==> src/rtl/util_tx_timestamp_gate_pkg.sv <==
// Shared constants for the TX timestamp gate.
// State encoding, late-policy values and head classification bundle.
package util_tx_timestamp_gate_pkg;

  localparam logic [1:0] ST_IDLE   = 2'd0;
  localparam logic [1:0] ST_WAIT   = 2'd1;
  localparam logic [1:0] ST_STREAM = 2'd2;
  localparam logic [1:0] ST_DROP   = 2'd3;

  localparam logic POLICY_SEND_LATE = 1'b0;
  localparam logic POLICY_DROP_LATE = 1'b1;

  typedef struct packed {
    logic late;
    logic due;
    logic early;
  } head_class_t;

  function automatic logic [1:0] end_state(
    input logic       last,
    input logic [1:0] cont
  );
    return last ? ST_IDLE : cont;
  endfunction

endpackage

==> src/rtl/util_sat_counter.sv <==
// Saturating status counter with synchronous clear.
// Clear wins over increment; the count holds at all-ones.
module util_sat_counter
  import util_tx_timestamp_gate_pkg::*;
#(
  parameter int WIDTH = 16
) (
  input  logic             clk,
  input  logic             reset,
  input  logic             clr,
  input  logic             inc,
  output logic [WIDTH-1:0] count
);

  logic [WIDTH-1:0] count_q;
  logic [WIDTH-1:0] count_d;

  // next count: clear, saturating increment, or hold
  always_comb begin
    count_d = count_q;
    if (clr) begin
      count_d = '0;
    end else if (inc && !(&count_q)) begin
      count_d = count_q + 1'b1;
    end
  end

  // count register
  always_ff @(posedge clk) begin
    if (reset) begin
      count_q <= '0;
    end else begin
      count_q <= count_d;
    end
  end

  assign count = count_q;

endmodule

==> src/rtl/util_tx_timestamp_gate.sv <==
// DAC-domain gate that releases timestamped bursts on time.
// Optional UTIL_TX_TIMESTAMP_GATE_EARLY_LIMIT_EN drops heads too far ahead.
module util_tx_timestamp_gate
  import util_tx_timestamp_gate_pkg::*;
#(
  parameter int DATA_WIDTH      = 64,
  parameter int TIMESTAMP_WIDTH = 64,
  parameter int LATE_TOLERANCE  = 0,
  parameter int COUNTER_WIDTH   = 16
) (
  input  logic                       clk,
  input  logic                       reset,
  input  logic [TIMESTAMP_WIDTH-1:0] timestamp,
  input  logic                       late_policy,
  input  logic                       clear_counters,
  input  logic                       s_axis_valid,
  output logic                       s_axis_ready,
  input  logic [DATA_WIDTH-1:0]      s_axis_data,
  input  logic                       s_axis_ts_valid,
  input  logic [TIMESTAMP_WIDTH-1:0] s_axis_ts,
  input  logic                       s_axis_last,
  output logic                       m_axis_valid,
  input  logic                       m_axis_ready,
  output logic [DATA_WIDTH-1:0]      m_axis_data,
  output logic [1:0]                 state,
  output logic [COUNTER_WIDTH-1:0]   late_count,
`ifdef UTIL_TX_TIMESTAMP_GATE_EARLY_LIMIT_EN
  input  logic [TIMESTAMP_WIDTH-1:0] max_lead,
  output logic [COUNTER_WIDTH-1:0]   early_count,
`endif
  output logic [COUNTER_WIDTH-1:0]   underflow_count
);

  localparam int XW = TIMESTAMP_WIDTH + 1;

  logic [1:0]            state_q;
  logic [1:0]            state_d;
  logic                  m_valid_q;
  logic                  m_valid_d;
  logic [DATA_WIDTH-1:0] m_data_q;
  logic [DATA_WIDTH-1:0] m_data_d;

  logic        obuf_free;
  logic        ready;
  logic        load;
  logic        late_inc;
  logic        under_inc;
  logic        too_early;
  head_class_t hc;

  logic [XW-1:0] now_x;
  logic [XW-1:0] ts_x;
  logic [XW-1:0] ts_tol_x;

  assign now_x    = {1'b0, timestamp};
  assign ts_x     = {1'b0, s_axis_ts};
  assign ts_tol_x = ts_x + XW'(LATE_TOLERANCE);

  // classify the head against the sample clock without wrap
  always_comb begin
    hc.late  = now_x > ts_tol_x;
    hc.early = now_x < ts_x;
    hc.due   = !hc.late && !hc.early;
  end

`ifdef UTIL_TX_TIMESTAMP_GATE_EARLY_LIMIT_EN
  logic          early_inc;
  logic [XW-1:0] lead_x;

  assign lead_x    = now_x + {1'b0, max_lead};
  assign too_early = (max_lead != '0) && (ts_x > lead_x);
`else
  assign too_early = 1'b0;
`endif

  assign obuf_free = !m_valid_q || m_axis_ready;

  // burst FSM: accept, forward, hold or discard the current beat
  always_comb begin
    state_d  = state_q;
    ready    = 1'b0;
    load     = 1'b0;
    late_inc = 1'b0;
`ifdef UTIL_TX_TIMESTAMP_GATE_EARLY_LIMIT_EN
    early_inc = 1'b0;
`endif
    if (state_q == ST_WAIT) begin
      // a held head is released once due, even if now past tolerance
      if (s_axis_valid && !hc.early && obuf_free) begin
        ready   = 1'b1;
        load    = 1'b1;
        state_d = end_state(s_axis_last, ST_STREAM);
      end
    end else if (s_axis_valid && s_axis_ts_valid) begin
      if (too_early) begin
        ready   = 1'b1;
`ifdef UTIL_TX_TIMESTAMP_GATE_EARLY_LIMIT_EN
        early_inc = 1'b1;
`endif
        state_d = end_state(s_axis_last, ST_DROP);
      end else if (hc.late &&
                   late_policy == POLICY_DROP_LATE) begin
        ready    = 1'b1;
        late_inc = 1'b1;
        state_d  = end_state(s_axis_last, ST_DROP);
      end else if (hc.early) begin
        state_d = ST_WAIT;
      end else if (obuf_free) begin
        ready    = 1'b1;
        load     = 1'b1;
        late_inc = hc.late;
        state_d  = end_state(s_axis_last, ST_STREAM);
      end
    end else if (s_axis_valid) begin
      if (state_q == ST_DROP) begin
        ready   = 1'b1;
        state_d = end_state(s_axis_last, ST_DROP);
      end else if (obuf_free) begin
        ready   = 1'b1;
        load    = 1'b1;
        state_d = end_state(s_axis_last, ST_STREAM);
      end
    end
  end

  // output register: load a forwarded beat, else drain on ready
  always_comb begin
    m_valid_d = m_valid_q;
    m_data_d  = m_data_q;
    if (load) begin
      m_valid_d = 1'b1;
      m_data_d  = s_axis_data;
    end else if (m_axis_ready) begin
      m_valid_d = 1'b0;
    end
  end

  // state and output registers, flushed by reset
  always_ff @(posedge clk) begin
    if (reset) begin
      state_q   <= ST_IDLE;
      m_valid_q <= 1'b0;
      m_data_q  <= '0;
    end else begin
      state_q   <= state_d;
      m_valid_q <= m_valid_d;
      m_data_q  <= m_data_d;
    end
  end

  assign under_inc = (state_q == ST_STREAM) &&
                     !s_axis_valid && !m_valid_q;

  util_sat_counter #(
    .WIDTH(COUNTER_WIDTH)
  ) u_late_cnt (
    .clk  (clk),
    .reset(reset),
    .clr  (clear_counters),
    .inc  (late_inc),
    .count(late_count)
  );

  util_sat_counter #(
    .WIDTH(COUNTER_WIDTH)
  ) u_under_cnt (
    .clk  (clk),
    .reset(reset),
    .clr  (clear_counters),
    .inc  (under_inc),
    .count(underflow_count)
  );

`ifdef UTIL_TX_TIMESTAMP_GATE_EARLY_LIMIT_EN
  util_sat_counter #(
    .WIDTH(COUNTER_WIDTH)
  ) u_early_cnt (
    .clk  (clk),
    .reset(reset),
    .clr  (clear_counters),
    .inc  (early_inc),
    .count(early_count)
  );
`endif

  assign s_axis_ready = ready && !reset;
  assign m_axis_valid = m_valid_q;
  assign m_axis_data  = m_data_q;
  assign state        = state_q;

endmodule

==> config.mk <==
export PLATFORM = sky130hd
export DESIGN_NAME = util_tx_timestamp_gate
export DESIGN_NICKNAME = d
export VERILOG_FILES = /design/src/rtl/util_tx_timestamp_gate_pkg.sv /design/src/rtl/util_sat_counter.sv /design/src/rtl/util_tx_timestamp_gate.sv
export SDC_FILE = /design/constraint.sdc
export NUM_CORES = 1
export LEC_CHECK = 0
export BUFFER_PORTS_ARGS = -buffer_cell sky130_fd_sc_hd__buf_2
export CAP_MARGIN = 20
export CORE_MARGIN = 2
export CORE_UTILIZATION = 35
export CTS_BUF_LIST = sky130_fd_sc_hd__clkbuf_4 sky130_fd_sc_hd__clkbuf_8 sky130_fd_sc_hd__clkbuf_16
export DETAILED_ROUTE_END_ITERATION = 10
export PLACE_DENSITY = 0.72
export SLEW_MARGIN = 0
export SYNTH_ARGS = -nofsm -noshare
export SYNTH_HDL_FRONTEND = slang
export SYNTH_SLANG_ARGS = --single-unit
==> constraint.sdc <==
create_clock -name clk -period 3.88 [get_ports clk]
set_input_delay 0.582 -clock clk [delete_from_list [all_inputs] [get_ports clk]]
set_output_delay 0.582 -clock clk [all_outputs]
set_load 0.02 [all_outputs]
After elaboration in Yosys (flattened, before gate mapping)
Cells that the tools add are included.

operators by class
  add/subtract/negate cells = 2
  order comparisons = 2
  eq/ne operators = 4
  muxes and demuxes = 30
  reductions and logical operators = 22

operators by type and width
  operator                 number
  $gt A64 B64 Y1           1
  $lt A64 B64 Y1           1
  $add A16 B1 Y16 const B  2
  $reduce_and A16 Y1       2
  $mux W1                  20
  $mux W2                  10
  $logic_and A1 B1 Y1      9
  $logic_not A1 Y1         6
  $eq A2 B2 Y1 const B     2
  $reduce_bool A3 Y1       1
  $eq A2 B1 Y1 const B     1
  $ne A2 B1 Y1 const B     1
  $reduce_and A2 Y1        1
  $reduce_bool A2 Y1       1
  $reduce_or A2 Y1         1
  $logic_or A1 B1 Y1       1

word-level totals
  flip-flop bits (word level) = 99
  input port bits = 200
  output and inout port bits = 100
  word-level logic and storage cells = 65

Logic depth before layout (Yosys ltp)
  word-level depth = 8
  mapped depth = 12

Modules after synthesis
A second synthesis with hierarchy kept.

unflattened totals
  cell total of the unflattened synthesis = 771
  area, all modules = 6,368.6 sq um

by module, submodules not included
  module                  instances  cells each  area each (sq um)
  util_tx_timestamp_gate  1          551         4,519.3
  util_sat_counter        2          110         924.6

Worst setup path after synthesis
Ideal clock, no wire load.

  path type = input to output
  start point = input s_axis_ts[30]
  end point = output s_axis_ready
  arrival time = 2,576 ps
  setup slack = 722 ps
  cell stages on the path = 10
  cell sequence = inv_1 ha_1 a21oi_1 nand2_1 a221o_1 a211o_1 a31oi_1 nor3b_1 buf_2 o22ai_1

on the way
  cells in the longest elaborated chain, start to end = 7
  elaborated cells between the ends (all ways) = 12
  classes of those cells = 2 x order compare; 5 x mux; 5 x reduce/logical

ends and longest elaborated chain
  item                               line                           text
  start, declared                    util_tx_timestamp_gate.sv:20   input logic [TIMESTAMP_WIDTH-1:0] s_axis_ts,
  $lt A64 B64 Y1                     util_tx_timestamp_gate.sv:62   hc.early = now_x < ts_x;
  $logic_not A1 Y1                   util_tx_timestamp_gate.sv:89   if (s_axis_valid && !hc.early && obuf_free) begin
  $logic_and A1 B1 Y1 (2 in series)  util_tx_timestamp_gate.sv:89
  $mux W1                            util_tx_timestamp_gate.sv:89
  $mux W1 *                          util_tx_timestamp_gate.sv:87   if (state_q == ST_WAIT) begin
  $logic_and A1 B1 Y1 *              util_tx_timestamp_gate.sv:186  assign s_axis_ready = ready && !reset;
  end, declared                      util_tx_timestamp_gate.sv:17   output logic s_axis_ready,

Every way passes the cells marked *; elsewhere a longest branch is shown, timed or not.

Worst setup path in the final report
  start point = input s_axis_ts[19]
  end point = output s_axis_ready

Same word-level chain as after synthesis.

==> qor.yml <==
cell_internal_pwr_mw: 1.79
grt_pass1_vias: 5825
clkTransAtPathRegs_ps: 80
hold_violations: 0
period_share: 0.837
synth_nets: 1017
cts_tree: "built"
critPathLaunchType: "primary input"
hold_start: "m_axis_data[62]$_SDFFE_PP0P_"
vias: 6178
hold_depth: 2
rr_worst_depth: 7
drc_errors: 0
cp-end-kind: "output pin"
worst_pin_slew_ps: 951
synth.most_common_cell: "nand2b_1"
topRoutingLayerUsed: "met4"
cp_data_arrival_time_ps: 2670
drt-wirelength-per-cell_um: 14.0
numClockSinks: 99
netlist_area_sq_um: 6420
io_buffers: 299
dieWidth_um: 139
cts-hold-fix-buffers: 0
finClkSkew_ps: 10.0
synth_top_area_frac: 0.309
avgSynthCellArea_sq_um: 8.55
status: "finished clean"
setup_violations: 0
yosys_warnings: 0
numCtsBuffers: 9
crit_start: "s_axis_ts[19]"
final_layout_size_suffix_gt1_frac: 0.318
utilization: 0.467
wl_met1_um: 7640
synth_top_area_cell: "dfxtp_1"
maxCapViolCount: 0
relSlewSlack: 0.364
seqPwrFrac: 0.427
met3WireLength_um: 1400
power_frac_comb: 0.235
syn_to_final_growth_pct: 30.7
rr_startpoint: "state[0]$_SDFFE_PP0P_"
finalCriticalPeriod_ps: 3250
cts_buffer_depth: 2
clockRootBuffer: "clkbuf_16"
maxSlewViolCount: 0
yosys-top-cells-count: "nand2b_1 (130), dfxtp_1 (99), mux2i_1 (78), inv_1 (69), ha_1 (66)"
p_per_area_nw_per_um2: 307
path_class: "in2out"
row_count: 49
setup_tns_ps: 0
antenna_left: 0
gp_congestion: 0.958
drt_wl_total_um: 17700
clk_latency_ps: 350
dpl_worst_slack_ps: 400
hold-worst-slack_ps: 472
synth-edff-count: 0
htreeDepth: 3
dpl.hpwl_um: 14100
initial_utilization: 0.358
grt_pass1_wl_um: 28500
clkPwrFrac: 0.338
p_total_mw: 2.58
p_sw_uw: 786
io_pins: 300
ctsResizeCount: 0
peakVddDrop_v: 0.000204
yosys-top-cells-area: "dfxtp_1 (31%), ha_1 (13%), nand2b_1 (13%)"
grt_max_degree: 129
grt_use_total: 0.178
hold_path.class: "reg2reg"
switching_share: 0.304
ys_types: 56
timing.fmax_mhz: 308
nets: 1300
ys_async_sr_fraction: 0
die_y_um: 139
die-area_sq_um: 19500
first_pass_iters: 4
drtIter0Drc: 236
cts_setup_buffers: 0
synth_flop_cell: "dfxtp_1"
critPathMaxFanout: 3
cp_data_required_time_ps: 3300
antenna_found_initial: 0
core_area_sq_um: 18000
overflow: 0
syn_inst: 751
rsz0062_at_grt: "no"
ys_seq_area_frac: 0.309
postLayoutSetupSlackWorst_ps: 632
ys_ff_latch: 99
wl_met2_um: 8330
p_leak_nw: 4.07
diodes: 0
vias_per_cell: 4.87
## per-layer routing
metal	global-route usage	vias up
met2	0.292	190
met5	0	-
met4	0.0510	0
li1	-	3157
met3	0.0588	29
met1	0.224	2802
## cell families after synthesis
kind of cell / Yosys count / synth area share
flip-flops: 99 / 0.309
adder cells (fa/ha/maj): 66 / 0.129
buffers and inverters: 103 / 0.0682
multiplexers: 78 / 0.122
XOR/XNOR: 12 / 0.0164
AND/OR/NAND/NOR: 307 / 0.272
AO/OA/AOI/OAI: 86 / 0.0843
## cells in the final DEF, fill, tap and decap left out, types with 3 or more instances in the layout
cell	netlist	layout
buf_2	2	299
nand2b_1	130	130
dfxtp_1	99	99
mux2i_1	78	78
inv_1	69	69
ha_1	66	66
nand2_1	43	43
a21oi_1	38	38
nor2_1	28	28
nand3_1	24	24
nand4_1	20	20
or3_1	15	15
nor4_1	14	14
clkbuf_16	0	9
o21ai_0	8	8
xor2_1	8	8
buf_4	1	6
nor2b_1	5	5
nor3_1	5	5
o211ai_1	4	4
o21ai_1	4	4
a21o_1	4	4
o31ai_1	4	4
and3_1	4	4
xnor2_1	4	4
or4_1	3	3
o22ai_1	3	3
nor4b_1	3	3
clkinv_4	0	3
## registers in the layout, summed over array words and instances, names as in the netlist
signal / cells
u_under_cnt.count: 16
u_late_cnt.count: 16
m_axis_valid: 1
state: 2
m_axis_data: 64
## power by group through the flow
stage          logic (mW)  clock network [mW]  registers [mW]
6_report            0.607               0.873            1.10
5_1_grt             0.677               0.939            1.11
4_1_cts             0.613               0.910            1.10
3_5_place_dp        0.610                   0            1.12
3_3_place_gp        0.605                   0            1.12
2_1_floorplan       0.321                   0            1.18
## area by class of cell
class | instances | area (sq um)
Timing Repair Buffer | 306 | 1560
Multi-Input combinational cell | 549 | 4020
Clock buffer | 9 | 225
Sequential cell | 99 | 1980
Clock inverter | 7 | 60.1
Inverter | 69 | 259
Tap cell | 229 | 287
Fill cell | 1767 | 9570
## worst max-delay path, stage by stage
cell and delay [ps]:
buf_2 80, inv_1 30, ha_1 310, nand4_1 150
nor4_1 510, and2_1 230, o311ai_1 120, a21oi_2 210
nor3b_2 80, o22ai_1 140, buf_2 210
## metrics by stage
step	instances	instance area [sq um]
2_1_floorplan	751	6420
3_3_place_gp	1252	8110
3_5_place_dp	1252	8110
4_1_cts	1268	8390
5_1_grt	1268	8390
6_report	1268	8390
## worst paths after layout
check | to | slack [ps]
hold reg to reg | m_axis_data[62]$_SDFFE_PP0P_ | 470
hold / removal | m_axis_data[62]$_SDFFE_PP0P_ | 470
setup / recovery | s_axis_ready | 630
setup reg to reg | u_under_cnt.count[15]$_SDFFE_PP0P_ | 1230
Note: power is estimated with default switching activity, not from simulation.
